**src/rtl/uart_mon_pkg.sv**
```systemverilog
// rtl/uart_mon_pkg.sv - shared types and constants for the serial receive monitor
package uart_mon_pkg;

  typedef enum logic [2:0] {
    IDLE,
    START,
    DATA,
    STOP,
    BREAK
  } mon_state_e;

  localparam int UART_DATA_W    = 8;
  localparam int UART_STOP_BITS = 1;

endpackage

```
**src/rtl/mon_sync_fifo.sv**
```systemverilog
// rtl/mon_sync_fifo.sv - synchronous FIFO with pointer-MSB full/empty and push-while-full-and-popping
module mon_sync_fifo #(
  parameter int WIDTH = 8,
  parameter int DEPTH = 16
) (
  input  logic                     clk,
  input  logic                     reset,
  input  logic                     push,
  input  logic [WIDTH-1:0]         push_data,
  input  logic                     pop,
  output logic [WIDTH-1:0]         pop_data,
  output logic                     full,
  output logic                     empty,
  output logic [$clog2(DEPTH):0]   level
);
  localparam int AW = $clog2(DEPTH);

  logic [AW:0]      wr_q, wr_d, rd_q, rd_d;
  logic [WIDTH-1:0] mem_q [DEPTH];
  logic [WIDTH-1:0] mem_d [DEPTH];
  logic             do_push, do_pop;

  assign empty    = (wr_q == rd_q);
  assign full     = (wr_q[AW] != rd_q[AW]) && (wr_q[AW-1:0] == rd_q[AW-1:0]);
  assign do_pop   = pop & ~empty;
  // A full FIFO still takes a write when the head leaves in the same cycle.
  assign do_push  = push & (~full | do_pop);
  assign level    = wr_q - rd_q;
  assign pop_data = mem_q[rd_q[AW-1:0]];

  // Next pointers and storage contents for this cycle's push/pop.
  always_comb begin
    mem_d = mem_q;
    wr_d  = wr_q;
    rd_d  = rd_q;
    if (do_push) begin
      mem_d[wr_q[AW-1:0]] = push_data;
      wr_d = wr_q + (AW+1)'(1);
    end
    if (do_pop) begin
      rd_d = rd_q + (AW+1)'(1);
    end
  end

  // Storage and pointer registers; reset clears entries so the head reads 0.
  always_ff @(posedge clk) begin
    if (reset) begin
      wr_q  <= '0;
      rd_q  <= '0;
      mem_q <= '{default: '0};
    end else begin
      wr_q  <= wr_d;
      rd_q  <= rd_d;
      mem_q <= mem_d;
    end
  end

endmodule

```
**src/rtl/uart_rx_monitor.sv**
```systemverilog
// rtl/uart_rx_monitor.sv - 8N1 deframer with input synchronizer, baud counter and receive FIFO
module uart_rx_monitor
  import uart_mon_pkg::*;
#(
  parameter int DIV_RATE   = 260,
  parameter int FIFO_DEPTH = 16
) (
  input  logic                          clk,
  input  logic                          reset,
  input  logic                          rx,
  input  logic                          rd_ready,
  output logic                          rd_valid,
  output logic [UART_DATA_W-1:0]        rd_data,
  output logic [$clog2(FIFO_DEPTH):0]   fifo_level,
  output logic                          frame_err,
  output logic [7:0]                    ovf_cnt,
  output logic                          busy
);
  localparam int              CW        = $clog2(DIV_RATE);
  localparam logic [CW-1:0]   HALF_M1   = CW'(DIV_RATE / 2 - 1);
  localparam logic [CW-1:0]   FULL_M1   = CW'(DIV_RATE - 1);
  localparam logic [2:0]      LAST_DATA = 3'(UART_DATA_W - 1);
  localparam logic [2:0]      LAST_STOP = 3'(UART_STOP_BITS - 1);

  logic       sync1_q, sync1_d, sync2_q, sync2_d, rx_dly_q, rx_dly_d;
  logic       arm_q, arm_d;
  logic [1:0] fill_q, fill_d;
  logic       rx_s, fall;

  mon_state_e             state_q, state_d;
  logic [CW-1:0]          cnt_q, cnt_d;
  logic [2:0]             idx_q, idx_d;
  logic [UART_DATA_W-1:0] shift_q, shift_d;
  logic                   ferr_q, ferr_d;
  logic                   busy_q, busy_d;
  logic [7:0]             ovf_q, ovf_d;
  logic                   push;

  logic fifo_full, fifo_empty, pop;

  // Synchronizer chain; edge detection is armed only once a genuine high has
  // propagated through it, so a line still low after reset is not a start bit.
  always_comb begin
    sync1_d  = rx;
    sync2_d  = sync1_q;
    rx_dly_d = sync2_q;
    fill_d   = {fill_q[0], 1'b1};
    arm_d    = arm_q | (fill_q[1] & sync2_q);
  end

  // Synchronizer registers, idle-high after reset.
  always_ff @(posedge clk) begin
    if (reset) begin
      sync1_q  <= 1'b1;
      sync2_q  <= 1'b1;
      rx_dly_q <= 1'b1;
      fill_q   <= '0;
      arm_q    <= 1'b0;
    end else begin
      sync1_q  <= sync1_d;
      sync2_q  <= sync2_d;
      rx_dly_q <= rx_dly_d;
      fill_q   <= fill_d;
      arm_q    <= arm_d;
    end
  end

  assign rx_s = sync2_q;
  assign fall = arm_q & rx_dly_q & ~rx_s;

  // Deframing FSM next state: counter restarts from 0 on every state entry.
  always_comb begin
    state_d = state_q;
    cnt_d   = (cnt_q == FULL_M1) ? '0 : cnt_q + CW'(1);
    idx_d   = idx_q;
    shift_d = shift_q;
    ferr_d  = 1'b0;
    push    = 1'b0;
    case (state_q)
      IDLE: begin
        cnt_d = '0;
        if (fall) begin
          state_d = START;
        end
      end
      START: begin
        if (cnt_q == HALF_M1) begin
          cnt_d = '0;
          idx_d = '0;
          state_d = rx_s ? IDLE : DATA;
        end
      end
      DATA: begin
        if (cnt_q == FULL_M1) begin
          shift_d[idx_q] = rx_s;
          if (idx_q == LAST_DATA) begin
            idx_d   = '0;
            state_d = STOP;
          end else begin
            idx_d = idx_q + 3'd1;
          end
        end
      end
      STOP: begin
        if (cnt_q == FULL_M1) begin
          cnt_d = '0;
          if (!rx_s) begin
            ferr_d  = 1'b1;
            state_d = BREAK;
          end else if (idx_q == LAST_STOP) begin
            push    = 1'b1;
            state_d = IDLE;
          end else begin
            idx_d = idx_q + 3'd1;
          end
        end
      end
      BREAK: begin
        cnt_d = '0;
        if (rx_s) begin
          state_d = IDLE;
        end
      end
      default: begin
        cnt_d   = '0;
        state_d = IDLE;
      end
    endcase
    busy_d = (state_d != IDLE);
  end

  // Deframing FSM registers with registered busy and frame_err outputs.
  always_ff @(posedge clk) begin
    if (reset) begin
      state_q <= IDLE;
      cnt_q   <= '0;
      idx_q   <= '0;
      shift_q <= '0;
      ferr_q  <= 1'b0;
      busy_q  <= 1'b0;
    end else begin
      state_q <= state_d;
      cnt_q   <= cnt_d;
      idx_q   <= idx_d;
      shift_q <= shift_d;
      ferr_q  <= ferr_d;
      busy_q  <= busy_d;
    end
  end

  assign pop = rd_ready & ~fifo_empty;

  // Dropped-character counter, saturating.
  always_comb begin
    ovf_d = ovf_q;
    if (push && fifo_full && !pop && (ovf_q != 8'hFF)) begin
      ovf_d = ovf_q + 8'd1;
    end
  end

  // Dropped-character counter register.
  always_ff @(posedge clk) begin
    if (reset) begin
      ovf_q <= '0;
    end else begin
      ovf_q <= ovf_d;
    end
  end

  mon_sync_fifo #(
    .WIDTH (UART_DATA_W),
    .DEPTH (FIFO_DEPTH)
  ) u_fifo (
    .clk       (clk),
    .reset     (reset),
    .push      (push),
    .push_data (shift_q),
    .pop       (pop),
    .pop_data  (rd_data),
    .full      (fifo_full),
    .empty     (fifo_empty),
    .level     (fifo_level)
  );

  assign rd_valid  = ~fifo_empty;
  assign frame_err = ferr_q;
  assign busy      = busy_q;
  assign ovf_cnt   = ovf_q;

endmodule

```
**config.mk**
```make
export PLATFORM = sky130hd
export DESIGN_NAME = uart_rx_monitor
export DESIGN_NICKNAME = d
export VERILOG_FILES = /design/src/rtl/uart_mon_pkg.sv /design/src/rtl/mon_sync_fifo.sv /design/src/rtl/uart_rx_monitor.sv
export SDC_FILE = /design/constraint.sdc
export NUM_CORES = 1
export LEC_CHECK = 0
export BUFFER_PORTS_ARGS = -buffer_cell sky130_fd_sc_hd__buf_2
export CAP_MARGIN = 20
export CORE_AREA = 5 5 183 185
export CTS_CLUSTER_SIZE = 8
export DETAILED_ROUTE_END_ITERATION = 12
export DIE_AREA = 0 0 188 190
export GPL_TIMING_DRIVEN = 1
export HOLD_SLACK_MARGIN = 0.05
export PLACE_DENSITY = 0.41
export SYNTH_ARGS = -nofsm -noshare
export SYNTH_HDL_FRONTEND = slang
export SYNTH_SLANG_ARGS = --single-unit
```
**constraint.sdc**
```tcl
create_clock -name clk -period 3.4 [get_ports clk]
set_input_delay 0.17 -clock clk [delete_from_list [all_inputs] [get_ports clk]]
set_output_delay 0.17 -clock clk [all_outputs]
set_load 0.005 [all_outputs]
```
==> summary.txt, run 1 <==
GRT
  – Global-route wire length before repair: 37860 um
  – Initial antenna violation count: 0
  – Gr usage total: 0.1345
  – Vias in the first global route: 6316
  – Total grt overflow: 0
  – Largest net degree at the start of global routing: 70

Floorplanning
  – Die Y-Extent: 190 um
  – Die W: 188 um
  – Io pins: 28
  – Initial core utilization: 0.2440
  – Core area: 31880 sq um
  – Cell Rows: 66
  – Die area: 35720 sq um

Power
  – Power density over cell area: 461.0 nW/um^2
  – Int Power: 3.085 mW
  – Net Sw Frac: 0.2481
  – Clk pwr share: 0.481
  – Combinational power share: 0.012
  – Sequential power share: 0.507
  – Static leakage: just under 3 nW
  – Worst vdd ir: 0.3283 mV
  – Switch Pwr: 1.018 mW

Min path
  – Number of cells on the worst hold path: 2
  – Hold endpoint: arm_q
  – Origin of the worst min-delay path: reset
  – Worst min path class: input port to register

Yosys
  – Syn_nets: between 800 and 900
  – Register area share after synthesis: 0.4556
  – FF+latch count, synth: 177
  – Ys async rst share: 0
  – Top_reg_cell synth: dfxtp_1
  – Syn Area/Cell: 9.325 sq um
  – Number of synthesized flops with an enable pin: 0
  – Mapped cell area: 7777 sq um
  – Gate Count Post-Synth: about 830
  – Netlist cell types: just under 60
  – Synth warnings: 0

Placement
  – Routability-driven placement congestion ratio: 0.7469
  – PortBufs: 27
  – Cell Area, Placed: between 8000 and 9000 sq um
  – Dpl cells: 1230
  – Place WS: ~0.68 ns
  – Dpl hpwl: 15180 um

STA
  – Worst-Margin Slew: just under 0.8 ns
  – Slew margin rel.: 0.4770
  – Worst Skew: 0.01870 ns
  – RSZ-0062 raised after global routing: no
  – Setup ws final: 0.6537 ns
  – Setup tns final: 0 ns
  – Final Hold Fails: 0
  – Max Fclk: 364.1 MHz
  – Final Cycle Share: 0.8077
  – Setup violations, final: 0
  – Fin. max-slew vios: 0
  – Period minus WS final: 2.746 ns

Critical path
  – R2r startpoint: u_fifo.wr_q[0]
  – Critical Path RT: 3.76 ns
  – R2r setup slk: 0.65 ns
  – Reg-to-reg endpoint: ovf_cnt[7]
  – Kind of start point of the critical path: register
  – Arrival @ worst endpoint: 3.11 ns
  – CP max FO: 14
  – Reg2Reg Depth: 7
  – Setup Crit Path Kind: register to register
  – CP endpoint kind: register

Route
  – Vias per cell: 4.912
  – Initial DRC Count: 344
  – DRT Pass-1 Iters: 5
  – Drt total wl: 23420 um
  – DRC Markers: 0
  – Routed len/inst: 18.54 um
  – Via count: 6204
  – Number of nets still failing antenna checks after routing: 0

Run
  – Max-Cap Viols: 0

Clock network
  – CTS Buf Count: 17
  – CTS root buf: clkbuf_16
  – Clock sink count: 177
  – Number of H-tree levels: 4
  – Reg clk slew, reported paths: 0.08 ns
  – Clock Latency Late Sink: 0.44 ns
  – CTS tree: done
  – CTS max path bufs: 2

Final layout
  – Nets: 862
  – Layout cells sized above 1: 0.1474
  – Finished Layout Cells: 1263
  – Fin util: 0.2792
  – Layout overhead on the synthesized area: 14.43%
  – Layout Cell Area excl Fill: 8900 sq um
  – Commonest non-fill, non-tap cells in the layout: dfxtp_1 (176), nand3_1 (155), o21ai_0 (128)
  – Ant diodes: 0
  – Most common cell after layout, fill and taps aside: dfxtp_1

Status
  – Status: complete, no violations
## final cells by class
cell class	instances	area, sq um
timing repair buffer	44	265.3
sequential	177	3545
fill	3424	22980
clock buffer	18	439.2
clock inverter	14	140.1
multi-input combinational	587	3941
tap	408	510.5
inverter	15	58.81
## layer usage
layer	vias to the layer above	routed length [um]	global-route usage	part of all wire
li1	3059	-	-	-
met1	3067	11360	0.1814	0.49
met2	69	11330	0.2274	0.48
met3	9	531	0.02349	0.023
met4	0	187	0.02823	0.0080
met5	-	0	0	0
## logic make-up after synthesis
family                   count (synthesis)  synth area share
flip-flops                             177            0.4556
multiplexers                            43            0.1070
buffers and inverters                   70           0.03764
adder cells (fa/ha/maj)                 16           0.02671
AO/OA/AOI/OAI                          173            0.1173
XOR/XNOR                                20           0.02252
AND/OR/NAND/NOR                        335            0.2333
## per-stage QoR
step	total power, mW	hold WS (ns)
after floorplan	2.161	0.2738
after global placement	2.177	0.3602
after detailed placement	2.177	0.3605
after CTS	4.166	0.2231
after global routing	4.263	0.2463
final	4.103	0.2242
## critical path: stages, from the launching register on
cell and delay, ns:
dfxtp_1 0.42, inv_1 0.11, ha_1 0.32, and4_1 0.24
or3b_1 0.42, nand4b_2 0.43, or4_1 0.60, a21oi_1 0.14
## synth_stat cells (2+ instances only)
cell | number | area share
dfxtp_1 | 177 | 0.46
nand3_1 | 155 | 0.10
o21ai_0 | 128 | 0.082
nand2_1 | 62 | 0.030
clkbuf_1 | 43 | 0.021
mux4_2 | 32 | 0.093
nor2_1 | 30 | 0.014
ha_1 | 15 | 0.024
a21oi_1 | 14 | 0.0090
and3_1 | 13 | 0.010
inv_1 | 11 | 0.0053
nand4_1 | 11 | 0.0088
xor2_1 | 11 | 0.012
mux2i_1 | 10 | 0.013
o21ai_1 | 10 | 0.0064
a31oi_1 | 9 | 0.0072
nor3_1 | 9 | 0.0058
xnor2_1 | 9 | 0.010
nor2b_1 | 8 | 0.0064
buf_2 | 6 | 0.0039
nand3_4 | 5 | 0.011
nand4b_1 | 5 | 0.0056
or3_1 | 5 | 0.0040
nand3_2 | 4 | 0.0051
o31ai_1 | 4 | 0.0039
or4_1 | 4 | 0.0039
and2_1 | 3 | 0.0024
buf_1 | 3 | 0.0014
clkinv_1 | 3 | 0.0014
nor4_1 | 3 | 0.0024
a21o_1 | 2 | 0.0019
nand3b_1 | 2 | 0.0019
nor4b_1 | 2 | 0.0023
or2_2 | 2 | 0.0016
## sequential cells by signal, summed over array words and instances (netlist names)
register	cells
fill_q	2
sync1_q	1
ovf_cnt	8
u_fifo.wr_q	5
frame_err	1
idx_q	3
u_fifo.rd_q	5
state_q	3
busy	1
arm_q	1
shift_q	8
u_fifo.mem_q	128
cnt_q	9
rx_dly_q	1
rx_dly_d	1
## power by group through the flow
stage | logic [mW] | clock network [mW] | registers (mW)
2_1_floorplan | 0.0359 | 0 | 2.12
3_3_place_gp | 0.0506 | 0 | 2.13
3_5_place_dp | 0.0500 | 0 | 2.13
4_1_cts | 0.0510 | 2.04 | 2.08
5_1_grt | 0.0554 | 2.13 | 2.08
6_report | 0.0498 | 1.97 | 2.08
## worst max-delay path by stage
stage	start	endpoint	slack [ns]	depth (start not counted)
floorplan	u_fifo.rd_q[2]	ovf_cnt[6]	0.31	11
global placement	u_fifo.wr_q[0]	ovf_cnt[7]	0.65	7
detailed placement	u_fifo.wr_q[0]	ovf_cnt[7]	0.68	7
CTS	u_fifo.wr_q[0]	ovf_cnt[7]	0.63	7
global route	cnt_q[5]	u_fifo.mem_q[79]	0.43	6
finish	u_fifo.wr_q[0]	ovf_cnt[7]	0.65	7
## timing repair
item / CTS / global route
buffers inserted: 0 / 0
hold buffers: 1 / 0
hold endpoints to repair: 1 / 0
resized for setup: 0 / 0
Power figures use the tool's default switching activity.
==> run 2: changes to the inputs <==
Clock period 3.4 ns to 2.82 ns, I/O delays scaled along.
==> run 2 against run 1 <==
Non-clock buffer count rose by 13; sequential power rose by 21%; first-iteration DRC count rose by 29%; global-route usage fell by 0.093 points; critical path type unchanged; worst hold slack got worse by 0.012 ns; clock skew rose by 0.0016 ns; highest routed layer unchanged; register-to-register slack got worse by 0.37 ns.
==> summary.txt, run 2 (synthesized netlist as in run 1, its figures left out) <==
Placement
  – PortBufs: 27 (unchanged)
  – Routability-driven placement congestion ratio: 0.7399 (was 0.7469)
  – Dpl hpwl: 15400 um (was 15180 um)

Clock network
  – Number of H-tree levels: 4 (unchanged)
  – Clock Latency Late Sink: 0.45 ns (was 0.44 ns)
  – CTS root buf: clkbuf_16 (unchanged)
  – CTS max path bufs: 2 (unchanged)
  – Post-CTS Setup Bufs: 0 (unchanged)
  – CTS Buf Count: 17 (unchanged)
  – CTS tree: done (unchanged)
  – Reg clk slew, reported paths: 0.08 ns (about the same)
  – Clock sink count: 177 (unchanged)

Critical path
  – R2r startpoint: u_fifo.wr_q[0] (unchanged)
  – CP endpoint kind: register (unchanged)
  – Critical Path RT: 3.19 ns (was 3.76 ns)
  – Cell family with most CP delay: simple AND/OR/NAND/NOR gates (unchanged)
  – Max stage delay on crit path: 0.41 ns (was 0.60 ns)
  – R2r setup slk: 0.29 ns (was 0.65 ns)
  – CP max FO: 8 (was 14)
  – Setup Crit Path Kind: register to register (unchanged)
  – Buf+Inv Stages, Crit Path: 2 (was 1)
  – Arrival @ worst endpoint: 2.91 ns (was 3.11 ns)
  – Kind of start point of the critical path: register (unchanged)
  – CP max stage cell: dfxtp_1 (was or4_1)
  – CP Cell Sequence: inv_1 > ha_1 > and4_1 > or3b_1 > nand4b_2 > buf_4 > or3_1 > a21oi_1 (was inv_1 > ha_1 > and4_1 > or3b_1 > nand4b_2 > or4_1 > a21oi_1)
  – Reg2Reg Depth: 8 (was 7)
  – Reg-to-reg endpoint: ovf_cnt[3] (was ovf_cnt[7])

Final layout
  – Largest reg by FF count: u_fifo.mem_q (unchanged)
  – Top flop regs: u_fifo.mem_q: 128 flops, cnt_q: 9 flops (unchanged)
  – Layout cells sized above 1: 0.1601 (was 0.1474)
  – Ant diodes: 0 (unchanged)
  – Most common cell after layout, fill and taps aside: dfxtp_1 (unchanged)
  – Fin util: 0.2832 (was 0.2792)
  – Commonest non-fill, non-tap cells in the layout: dfxtp_1 (176), nand3_1 (155), o21ai_0 (128) (unchanged)
  – Layout overhead on the synthesized area: 16.09% (was 14.43%)
  – Max FFs per register: 128 (unchanged)
  – Nets: 875 (was 862)

Route
  – Vias per cell: 4.912 (about the same)
  – DR WL met3: 604 um (was 531 um)
  – DRT met1 WL: 11060 um (was 11360 um)
  – Routed len/inst: 18.50 um (was 18.54 um)
  – Drt total wl: 23600 um (was 23420 um)
  – Met2 WL: 11630 um (was 11330 um)
  – DRC Markers: 0 (unchanged)
  – Via count: 6268 (was 6204)
  – DRT Pass-1 Iters: 5 (unchanged)
  – Initial DRC Count: 445 (was 344)
  – Number of nets still failing antenna checks after routing: 0 (unchanged)
  – Top Layer Used: met4 (unchanged)

Floorplanning
  – Die area: 35720 sq um (unchanged)
  – Initial core utilization: 0.2440 (unchanged)
  – Die W: 188 um (unchanged)
  – Cell Rows: 66 (unchanged)
  – Io pins: 28 (unchanged)
  – Die Y-Extent: 190 um (unchanged)
  – Core area: 31880 sq um (unchanged)

Power
  – Static leakage: 3.044 nW (was 2.974 nW)
  – Power density over cell area: 548.4 nW/um^2 (was 461.0 nW/um^2)
  – Worst vdd ir: 0.4479 mV (was 0.3283 mV)
  – Final Power: 4.951 mW (was 4.103 mW)

Min path
  – Number of cells on the worst hold path: 4 (was 2)
  – Worst min path class: input port to register (unchanged)
  – Origin of the worst min-delay path: rd_ready (was reset)
  – Hold endpoint: u_fifo.rd_q[0] (was arm_q)

GRT
  – Largest net degree at the start of global routing: 66 (was 70)
  – Vias in the first global route: 6218 (was 6316)
  – Total grt overflow: 0 (unchanged)
  – Gr usage total: 0.1336 (was 0.1345)
  – Initial antenna violation count: 0 (unchanged)
  – Global-route wire length before repair: 37200 um (was 37860 um)

STA
  – Setup tns final: 0 ns (unchanged)
  – Hold slack: 0.2122 ns (was 0.2242 ns)
  – Final Hold Fails: 0 (unchanged)
  – Worst-Margin Slew: 0.7834 ns (was 0.7845 ns)
  – Max Fclk: 394.6 MHz (was 364.1 MHz)
  – Worst Skew: 0.02025 ns (was 0.01870 ns)
  – Fin. max-slew vios: 0 (unchanged)
  – RSZ-0062 raised after global routing: no (unchanged)
  – Setup violations, final: 0 (unchanged)
  – Final Cycle Share: 0.8987 (was 0.8077)
  – Period minus WS final: 2.534 ns (was 2.746 ns)
  – Slew margin rel.: 0.4764 (was 0.4770)

Status
  – Status: complete, no violations (unchanged)

Run
  – Max-Cap Viols: 0 (unchanged)
==> run 2: cell count changes in the layout (fill, tap and decap cells not counted), moves of 2 or more <==
cell      change
inv_6         +2
inv_8         -3
clkinv_8      +3
buf_4        +10
==> run 2: what timing repair did <==
action	in CTS	in global routing
setup endpoints to repair	0	4
endpoints found under the hold margin	3	0
hold buffers	2	0
resized for setup	0	1
==> run 2: stage by stage <==
step,std cells,cell area [sq um],worst slack [ns]
after global placement,1242,8414,0.2736
after floorplan,834,7781,0.0006171
after detailed placement,1242,8414,0.3180
final,1276,9029,0.2857
after global routing,1276,9029,0.1051
after CTS,1276,9025,0.08685
==> run 2: how the worst max path moves through the flow <==
stage / startpoint / end / slack (ns) / cells after the start
after global placement: cnt_q[5] / u_fifo.mem_q[12] / 0.27 / 7
after detailed placement: u_fifo.wr_q[0] / ovf_cnt[3] / 0.32 / 8
final: u_fifo.wr_q[0] / ovf_cnt[3] / 0.29 / 8
after CTS: u_fifo.rd_q[0] / rd_data[5] / 0.09 / 6
after floorplan: u_fifo.rd_q[1] / ovf_cnt[6] / 0.0006 / 10
after global routing: u_fifo.wr_q[0] / ovf_cnt[7] / 0.11 / 7
==> run 2: where the power goes <==
group,switching (mW),internal (mW),leakage [nW]
registers,0.00385,2.50,1.43
logic,0.0491,0.0124,1.33
clock network,1.19,1.19,0.290
total,1.25,3.71,3.04
==> run 2: final cells by class <==
class	instances	area, sq um
Clock buffer	17	425.4
Fill cell	3353	22850
Sequential cell	177	3545
Multi-Input combinational cell	587	3941
Timing Repair Buffer	57	381.6
Clock inverter	15	165.2
Inverter	15	60.06
Tap cell	408	510.5
==> run 2: metal layers <==
| metal | GRT usage | vias to the layer above |
|---|---|---|
| li1 | - | 3081 |
| met1 | 0.1747 | 3100 |
| met2 | 0.2254 | 71 |
| met3 | 0.02661 | 16 |
| met4 | 0.03727 | 0 |
| met5 | 0 | - |
==> run 2: worst min-delay path: cells and delay by family <==
| family | cells | cell delay, ns |
|---|---|---|
| AO/OA/AOI/OAI | 1 | 0.19 |
| XOR/XNOR | 1 | 0.15 |
| buffers and inverters | 1 | 0.11 |
| AND/OR/NAND/NOR | 1 | 0.04 |
